===== config.mk =====
export PLATFORM = sky130hd
export DESIGN_NAME = idli_alu_m
export DESIGN_NICKNAME = d
export VERILOG_FILES = /design/src/rtl/idli_alu_m.sv
export SDC_FILE = /design/constraint.sdc
export NUM_CORES = 1
export LEC_CHECK = 0
export BUFFER_PORTS_ARGS = -buffer_cell sky130_fd_sc_hd__buf_2
export CAP_MARGIN = 10
export CORE_MARGIN = 5
export CORE_UTILIZATION = 55
export DETAILED_ROUTE_END_ITERATION = 12
export PLACE_DENSITY = 0.79
export REMOVE_ABC_BUFFERS = 1
export SYNTH_ARGS = -nofsm -noshare
export SYNTH_HDL_FRONTEND = slang
export SYNTH_SLANG_ARGS = --single-unit

===== constraint.sdc =====
create_clock -name i_alu_gck -period 4.33 [get_ports i_alu_gck]
set_clock_uncertainty 0.15 [all_clocks]
set_input_delay 0.866 -clock i_alu_gck [delete_from_list [all_inputs] [get_ports i_alu_gck]]
set_output_delay 0.866 -clock i_alu_gck [all_outputs]
set_load 0.01 [all_outputs]

===== src/rtl/idli_alu_m.sv =====
// idli_alu_m: nibble-serial ALU / execute stage.
// Operands arrive one nibble per cycle, least-significant nibble first. Each
// result nibble is registered one cycle after its operand nibble. The N/Z/C
// flags are registered when the last nibble of a word has been processed.
// Optional feature: define IDLI_ALU_OVF_EN to add the o_alu_ovf signed-overflow
// output. This output has the same update and hold timing as o_alu_flags.
module idli_alu_m #(
  parameter int WORD_NIBBLES = 4,
  parameter int OP_W         = 3
) (
  input  logic            i_alu_gck,
  input  logic            i_alu_rst,
  input  logic [OP_W-1:0] i_alu_op,
  input  logic            i_alu_op_vld,
  input  logic [3:0]      i_alu_a,
  input  logic [3:0]      i_alu_b,
  output logic [3:0]      o_alu_out,
  output logic            o_alu_out_vld,
  output logic [2:0]      o_alu_flags,
  output logic            o_alu_flags_vld,
`ifdef IDLI_ALU_OVF_EN
  output logic            o_alu_ovf,
`endif
  output logic            o_alu_err
);

  localparam int CNT_W = (WORD_NIBBLES > 1) ? $clog2(WORD_NIBBLES) : 1;
  localparam logic [CNT_W-1:0] LAST_CNT = CNT_W'(WORD_NIBBLES - 1);
  localparam logic [CNT_W-1:0] CNT_ONE  = CNT_W'(1'b1);
  localparam logic [CNT_W-1:0] CNT_ZERO = CNT_W'(1'b0);

  localparam logic [OP_W-1:0] OP_ADD  = OP_W'(3'd0);
  localparam logic [OP_W-1:0] OP_SUB  = OP_W'(3'd1);
  localparam logic [OP_W-1:0] OP_AND  = OP_W'(3'd2);
  localparam logic [OP_W-1:0] OP_OR   = OP_W'(3'd3);
  localparam logic [OP_W-1:0] OP_XOR  = OP_W'(3'd4);
  localparam logic [OP_W-1:0] OP_ANDN = OP_W'(3'd5);
  localparam logic [OP_W-1:0] OP_SHL  = OP_W'(3'd6);
  localparam logic [OP_W-1:0] OP_CMP  = OP_W'(3'd7);

  typedef enum logic {
    ST_IDLE = 1'b0,
    ST_RUN  = 1'b1
  } state_t;

  state_t            state_r, state_nxt_s;
  logic [CNT_W-1:0]  cnt_r, cnt_nxt_s;
  logic [OP_W-1:0]   op_r;
  logic              carry_r;
  logic              zacc_r;

  logic              start_s, active_s, last_s, err_s;
  logic [OP_W-1:0]   op_cur_s;
  logic              is_sub_s;
  logic              c_in_s;
  logic [3:0]        b_eff_s;
  logic [4:0]        sum_s;
  logic [3:0]        res_s;
  logic              c_out_s;
  logic              zacc_nxt_s;

  logic [3:0]        out_r;
  logic              out_vld_r;
  logic [2:0]        flags_r;
  logic              flags_vld_r;
  logic              err_r;

`ifdef IDLI_ALU_OVF_EN
  logic [3:0]        low_sum_s;
  logic              ovf_s;
  logic              ovf_r;
`endif

  // State register: IDLE waits for a strobe, RUN streams the remaining nibbles.
  always_ff @(posedge i_alu_gck or posedge i_alu_rst) begin
    if (i_alu_rst) begin
      state_r <= ST_IDLE;
      cnt_r   <= CNT_ZERO;
    end else begin
      state_r <= state_nxt_s;
      cnt_r   <= cnt_nxt_s;
    end
  end

  // Next-state logic: a strobe in IDLE starts a word, and a strobe in RUN is a protocol error.
  always_comb begin
    state_nxt_s = state_r;
    cnt_nxt_s   = cnt_r;
    start_s     = 1'b0;
    active_s    = 1'b0;
    last_s      = 1'b0;
    err_s       = 1'b0;
    case (state_r)
      ST_IDLE: begin
        if (i_alu_op_vld) begin
          start_s     = 1'b1;
          active_s    = 1'b1;
          state_nxt_s = ST_RUN;
          cnt_nxt_s   = CNT_ONE;
        end else begin
          state_nxt_s = ST_IDLE;
          cnt_nxt_s   = CNT_ZERO;
        end
      end
      ST_RUN: begin
        active_s = 1'b1;
        err_s    = i_alu_op_vld;
        if (cnt_r == LAST_CNT) begin
          // A following strobe is taken from IDLE, so no bubble is inserted.
          last_s      = 1'b1;
          state_nxt_s = ST_IDLE;
          cnt_nxt_s   = CNT_ZERO;
        end else begin
          state_nxt_s = ST_RUN;
          cnt_nxt_s   = cnt_r + CNT_ONE;
        end
      end
      default: begin
        state_nxt_s = ST_IDLE;
        cnt_nxt_s   = CNT_ZERO;
      end
    endcase
  end

  // Per-nibble datapath: adder with an inverted B operand for subtraction, logic ops, and a one-bit shift.
  always_comb begin
    op_cur_s = start_s ? i_alu_op : op_r;
    is_sub_s = (op_cur_s == OP_SUB) || (op_cur_s == OP_CMP);
    c_in_s   = start_s ? is_sub_s : carry_r;
    b_eff_s  = is_sub_s ? ~i_alu_b : i_alu_b;
    sum_s    = {1'b0, i_alu_a} + {1'b0, b_eff_s} + {4'b0000, c_in_s};
    res_s    = 4'h0;
    c_out_s  = 1'b0;
    case (op_cur_s)
      OP_ADD, OP_SUB, OP_CMP: begin
        res_s   = sum_s[3:0];
        c_out_s = sum_s[4];
      end
      OP_AND:  res_s = i_alu_a & i_alu_b;
      OP_OR:   res_s = i_alu_a | i_alu_b;
      OP_XOR:  res_s = i_alu_a ^ i_alu_b;
      OP_ANDN: res_s = i_alu_a & ~i_alu_b;
      OP_SHL: begin
        // The carry flop holds the bit that is shifted out of the previous nibble.
        res_s   = {i_alu_a[2:0], c_in_s};
        c_out_s = i_alu_a[3];
      end
      default: begin
        res_s   = 4'h0;
        c_out_s = 1'b0;
      end
    endcase
    zacc_nxt_s = (start_s ? 1'b0 : zacc_r) | (|res_s);
  end

`ifdef IDLI_ALU_OVF_EN
  // Signed overflow: carry into bit 3 XOR carry out of bit 3, arithmetic ops only.
  always_comb begin
    low_sum_s = {1'b0, i_alu_a[2:0]} + {1'b0, b_eff_s[2:0]} + {3'b000, c_in_s};
    if ((op_cur_s == OP_ADD) || is_sub_s) begin
      ovf_s = low_sum_s[3] ^ sum_s[4];
    end else begin
      ovf_s = 1'b0;
    end
  end
`endif

  // Registered datapath state and outputs. Flags change only when a word completes.
  always_ff @(posedge i_alu_gck or posedge i_alu_rst) begin
    if (i_alu_rst) begin
      op_r        <= {OP_W{1'b0}};
      carry_r     <= 1'b0;
      zacc_r      <= 1'b0;
      out_r       <= 4'h0;
      out_vld_r   <= 1'b0;
      flags_r     <= 3'b000;
      flags_vld_r <= 1'b0;
      err_r       <= 1'b0;
`ifdef IDLI_ALU_OVF_EN
      ovf_r       <= 1'b0;
`endif
    end else begin
      if (start_s) begin
        op_r <= i_alu_op;
      end
      carry_r     <= active_s ? c_out_s : 1'b0;
      zacc_r      <= active_s ? zacc_nxt_s : 1'b0;
      out_r       <= active_s ? res_s : 4'h0;
      out_vld_r   <= active_s && (op_cur_s != OP_CMP);
      flags_vld_r <= last_s;
      err_r       <= err_s;
      if (last_s) begin
        flags_r <= {res_s[3], ~zacc_nxt_s, c_out_s};
`ifdef IDLI_ALU_OVF_EN
        ovf_r   <= ovf_s;
`endif
      end
    end
  end

  assign o_alu_out       = out_r;
  assign o_alu_out_vld   = out_vld_r;
  assign o_alu_flags     = flags_r;
  assign o_alu_flags_vld = flags_vld_r;
  assign o_alu_err       = err_r;
`ifdef IDLI_ALU_OVF_EN
  assign o_alu_ovf       = ovf_r;
`endif

endmodule


Word level (Yosys, flattened, before mapping)
Cells that the tools add are included.
- bits in registers: 18
- input port bits: 14
- output and inout port bits: 10
- add/subtract/negate cells: 3
- eq/ne operators: 9
- muxes and demuxes: 20
- bitwise logic cells: 8
- reduce and logical (&&, ||, !) cells: 5
- operators by type and width (operator ; number):
    one-hot mux 4 bit (6 select lines) ; 1
    equality test 3 bit (second input constant) ; 4
    2-to-1 mux 1 bit ; 11
    bitwise AND 4 bit ; 2
    2-to-1 mux 4 bit ; 2
    equality test 3 x 2 -> 1 bit (second input constant) ; 2
    one-hot mux 1 bit (2 select lines) ; 3
    adder 4 x 4 -> 5 bit ; 1
    adder 5 x 1 -> 5 bit ; 1
    inverter 4 bit ; 1
    bitwise OR 4 bit ; 1
    one-hot mux 2 bit (2 select lines) ; 1
    OR reduction 4 bit ; 1
    XOR 4 bit ; 1
    equality test 3 x 1 -> 1 bit (second input constant) ; 1
    zero test 3 bit ; 1
    2-to-1 mux 3 bit ; 1
    inequality test 3 bit (second input constant) ; 1
    OR reduction 3 bit ; 1
    adder 2 x 1 -> 2 bit (second input constant) ; 1
    equality test 2 bit (second input constant) ; 1
    2-to-1 mux 2 bit ; 1
    inverter 1 bit ; 2
    logical AND 1 bit ; 1
    2 further kinds ; 2

Depth between registers and ports, before layout
- depth in word-level cells: 12
- mapped depth: 15

Worst setup path after synthesis
No wires, ideal clock.
- path type: input -> register
- from: in i_alu_op_vld
- to: reg flags_r[1] (netlist: o_alu_flags[1])
- setup time: 122 ps
- arrival: 3426 ps
- required time: 4058 ps
- slack: 632 ps
- stages on the path: 13
- path buffers: 1
- cells stage by stage: nor2b_4 > buf_6 > mux2i_4 > a21oi_1 > nor2_2 > xnor2_1 > fa_1 > fa_1 > xor2_1 > a32oi_1 > a21oi_1 > and2_1 > a32o_1
- cells in the longest elaborated chain, start to end: 12
- elaborated cells between the ends (all ways): 22
- classes of those cells: 2 x add/sub; 7 x eq/ne; 7 x mux; 2 x bitwise; 4 x reduce/logical
- RTL lines (item ; RTL line ; text):
    start, declared ; 14 ; input logic i_alu_op_vld,
    2-to-1 mux 1 bit (*) ; 95 ; if (i_alu_op_vld) begin
    2-to-1 mux 1 bit (*) ; 93 ; case (state_r)
    2-to-1 mux 3 bit ; -- ;
    equality test 3 x 1 -> 1 bit or equality test 3 bit (tied branches) ; 128, 134 ;
    logical OR 1 bit ; 128 ; is_sub_s = (op_cur_s == OP_SUB) || (op_cur_s == OP_CMP);
    2-to-1 mux 4 bit ; 130 ; b_eff_s = is_sub_s ? ~i_alu_b : i_alu_b;
    adder 4 x 4 -> 5 bit ; 131 ; sum_s = {1'b0, i_alu_a} + {1'b0, b_eff_s} + {4'b0000, c_in_s};
    adder 5 x 1 -> 5 bit ; 131 ;
    one-hot mux 4 bit (6 select lines) ; 134 ; case (op_cur_s)
    OR reduction 4 bit ; 153 ; zacc_nxt_s = (start_s ? 1'b0 : zacc_r) | (|res_s);
    bitwise OR 1 bit (*) ; 153 ;
    inverter 1 bit (*) ; 193 ; flags_r <= {res_s[3], ~zacc_nxt_s, c_out_s};
    end signal, assigned ; 193 ;
    end, declared ; 64 ; logic [2:0] flags_r;
Mark *: on every way between the ends. The rest lies on a longest branch, timed or not.
A chain may end at the register's enable or synchronous reset.

Worst setup path after layout
Same ends and word-level chain as after synthesis.

==> impl_metrics.py <==
metrics = {
    "clock_tree": {
        "postCtsHoldBufs": 0,
        "htreeDepth": 1,
        "path_clk_slew_ns": 0.10,
        "cts_resized": 0,
        "numCtsBuffers": 3,
        "cts_tree": "yes",
        "cts_setup_buffers": 0,
        "worstSkewPairLatency_ns": 0.29,
        "clkSinkCount": 18,
        "root_buffer": "clkbuf_4",
        "clockBufferDepth": 2,
    },
    "synthesis": {
        "synth_edf_count": 0,
        "synth_flop_cell": "dfrtp_1",
        "yosysUniqueCellTypes": 42,
        "ys_seq_area_share_pct": 33.1,
        "synth_cells": 143,
        "ys_seq_elements": 18,
        "synth_warnings": 0,
        "synthArstFlopShare_pct": 100,
        "synth_area_mm2": 0.00136,
        "synth_area_per_cell_um2": 9.53,
    },
    "routing": {
        "ant_nets": 0,
        "vias_per_cell": 6.16,
        "top_layer_used": "met4",
        "drt_pass1_iterations": 5,
        "wl_met3_um": 282,
        "drtIter0Drc": 38,
        "drc": 0,
        "wl_per_cell_um": 16.4,
        "vias": 1225,
        "met1Wirelength_um": 1310,
        "wirelength_um": 3260,
        "routed-wl-met2_um": 1610,
    },
    "die": {
        "pin_count": 24,
        "dieArea_mm2": 0.00357,
        "start_util_pct": 56.0,
        "die_h_um": 59.8,
        "die_x_um": 59.8,
        "fp-row-count": 18,
        "coreArea_mm2": 0.00243,
    },
    "worst_setup_path": {
        "cp_max_fo": 9,
        "reg2regPathDepth": 12,
        "critical_path_class": "in -> reg",
        "cp.required_ns": 4.37,
        "crit_path_end_kind": "register",
        "arrival_ns": 3.80,
        "critPathLaunchType": "input port",
    },
    "final_layout": {
        "layout_commonest_cell": "buf_2",
        "nNetsFinal": 194,
        "drive_above_1_share_pct": 23.1,
        "num_antenna_cells": 0,
        "area_growth_syn_to_layout_pct": 12.8,
        "layout_common_cells": "buf_2 (23), dfrtp_1 (18), nand2_1 (13), inv_1 (13), nor2_1 (12)",
    },
    "pwr": {
        "leakagePower_nw": 0.748,
        "p_per_area_mw_per_mm2": 726,
        "switching_share_pct": 45.2,
        "clockPowerShare_pct": 9.2,
        "internal_power_w": 0.000612,
        "ir_drop_v": 0.000469,
        "p_sw_w": 0.000504,
        "pwr-share-comb_pct": 62.9,
        "seq_power_share_pct": 27.9,
    },
    "worst_hold_path": {
        "worst_hold_path.num_cells": 1,
        "hp-class": "reg -> reg",
    },
    "global_routing": {
        "grt_first_pass_wirelength_um": 5520,
        "grt_remaining_overflow": 0,
        "grt_max_degree": 19,
        "antenna_found_initial": 0,
        "grt_pass1_vias": 1230,
        "grtUsageTotal_pct": 20.2,
    },
    "timing": {
        "period_minus_slack_ns": 3.76,
        "slew_headroom_pct": 56.3,
        "setup_viol": 0,
        "final.setup.tns_ns": 0,
        "fin_ws_ns": 0.571,
        "period_share_pct": 86.8,
        "hold_viol": 0,
        "report.final.slew_viol_count": 0,
        "max_slew.worst_pin.slew_ns": 0.655,
        "fin_hold_ws_ns": 0.326,
        "fmax_mhz": 266,
        "rsz0062_at_grt": "false",
    },
    "run": {
        "cap_viol_max_count": 0,
    },
    "run_status": {
        "status": "complete, no violations",
    },
    "placed_design": {
        "pre_cts_slack_ns": 0.275,
        "numPortBuffers": 23,
        "dp_hpwl_um": 2580,
        "gp_congestion": 0.900,
    },
}
final cells by class:
cell class	count	area [um2]
well taps	30	37.5
repair buffers	26	138
clock buffers	4	36.3
fillers	219	896
multi-input cells	107	822
inverters	14	52.6
flip-flops and latches	18	450
cell usage after synthesis, types with 2 or more instances:
cell type,instances,share of area [%]
a32o_1,2,1.5
nor3b_1,2,1.1
mux2i_2,2,2.0
mux2i_4,2,3.3
nand2_1,13,3.6
dfrtp_1,18,33
inv_1,13,3.6
nor2b_1,2,0.92
and2_1,4,1.8
xnor2_1,4,2.6
a22o_1,2,1.3
nor2_1,12,3.3
xor2_1,2,1.3
o21ai_0,4,1.5
a32oi_1,3,1.9
fa_1,2,2.9
and3_1,2,0.92
a21oi_1,4,1.5
o31ai_1,6,3.3
buf_6,3,2.5
ha_1,8,7.3
mux2i_1,4,2.9
nor3_1,4,1.5
or3_1,2,0.92
o21ai_1,3,1.1
a31oi_1,4,1.8
path summary, 6_finish.rpt:
kind,start,to,slack (ns)
setup / recovery,i_alu_op_vld,o_alu_flags[1],0.57
hold / removal,cnt_r[0],cnt_r[0],0.33
setup reg to reg,state_r,o_alu_flags[1],0.67
hold reg to reg,cnt_r[0],cnt_r[0],0.33
max in group asynchronous,i_alu_rst,o_alu_flags[0],3.12
min in group asynchronous,i_alu_rst,state_r,0.49
metrics by stage:
stage          cells  instance area [um2]  util [%]  power [W]
2_1_floorplan    139                 1330         -   0.000799
3_3_place_gp     195                 1500      61.7   0.000988
3_5_place_dp     195                 1500      61.7    0.00101
4_1_cts          199                 1540      63.2    0.00112
5_1_grt          199                 1540      63.2    0.00121
6_report         199                 1540      63.2    0.00112
sequential cells by signal, indices dropped and copies added (netlist names):
signal           cells
o_alu_err            1
o_alu_flags_vld      1
o_alu_out            4
zacc_r               1
op_r                 3
state_r              1
cnt_r                2
o_alu_out_vld        1
carry_r              1
o_alu_flags          3
power groups by stage:
stage                     logic [W]  clock network (W)  registers [W]
final                      0.000702           0.000102       0.000311
after CTS                  0.000703           0.000104       0.000310
after floorplan            0.000480                  0       0.000319
after detailed placement   0.000698                  0       0.000314
after global placement     0.000680                  0       0.000308
after global routing       0.000781           0.000112       0.000320
critical path: stages:
cell and delay (ns):
buf_2 0.15, nor2b_4 0.31, mux2i_4 0.28, a21oi_1 0.10, nor2_2 0.27, xnor2_1 0.14, fa_1 0.44, fa_1 0.41
xor2_1 0.18, a32oi_1 0.20, a21oi_1 0.06, and2_1 0.17, a32o_1 0.21
per-layer routing:
metal	vias to the layer above	GRT usage [%]
met1	579	26.1
met4	0	5.06
met5	-	0
met3	6	4.54
met2	73	34.0
li1	567	-
cell families after synthesis:
kind of cell	after synthesis	synth area share, %
DFF	18	33.1
muxes	8	8.26
AOI/OAI and AO/OA	33	16.8
buffers and inverters	18	6.61
xor gates and xnor gates	6	3.86
adders and majority gates	10	10.3
and+or+nand+nor	50	21.1
Note: power is estimated with default switching activity, not from simulation.
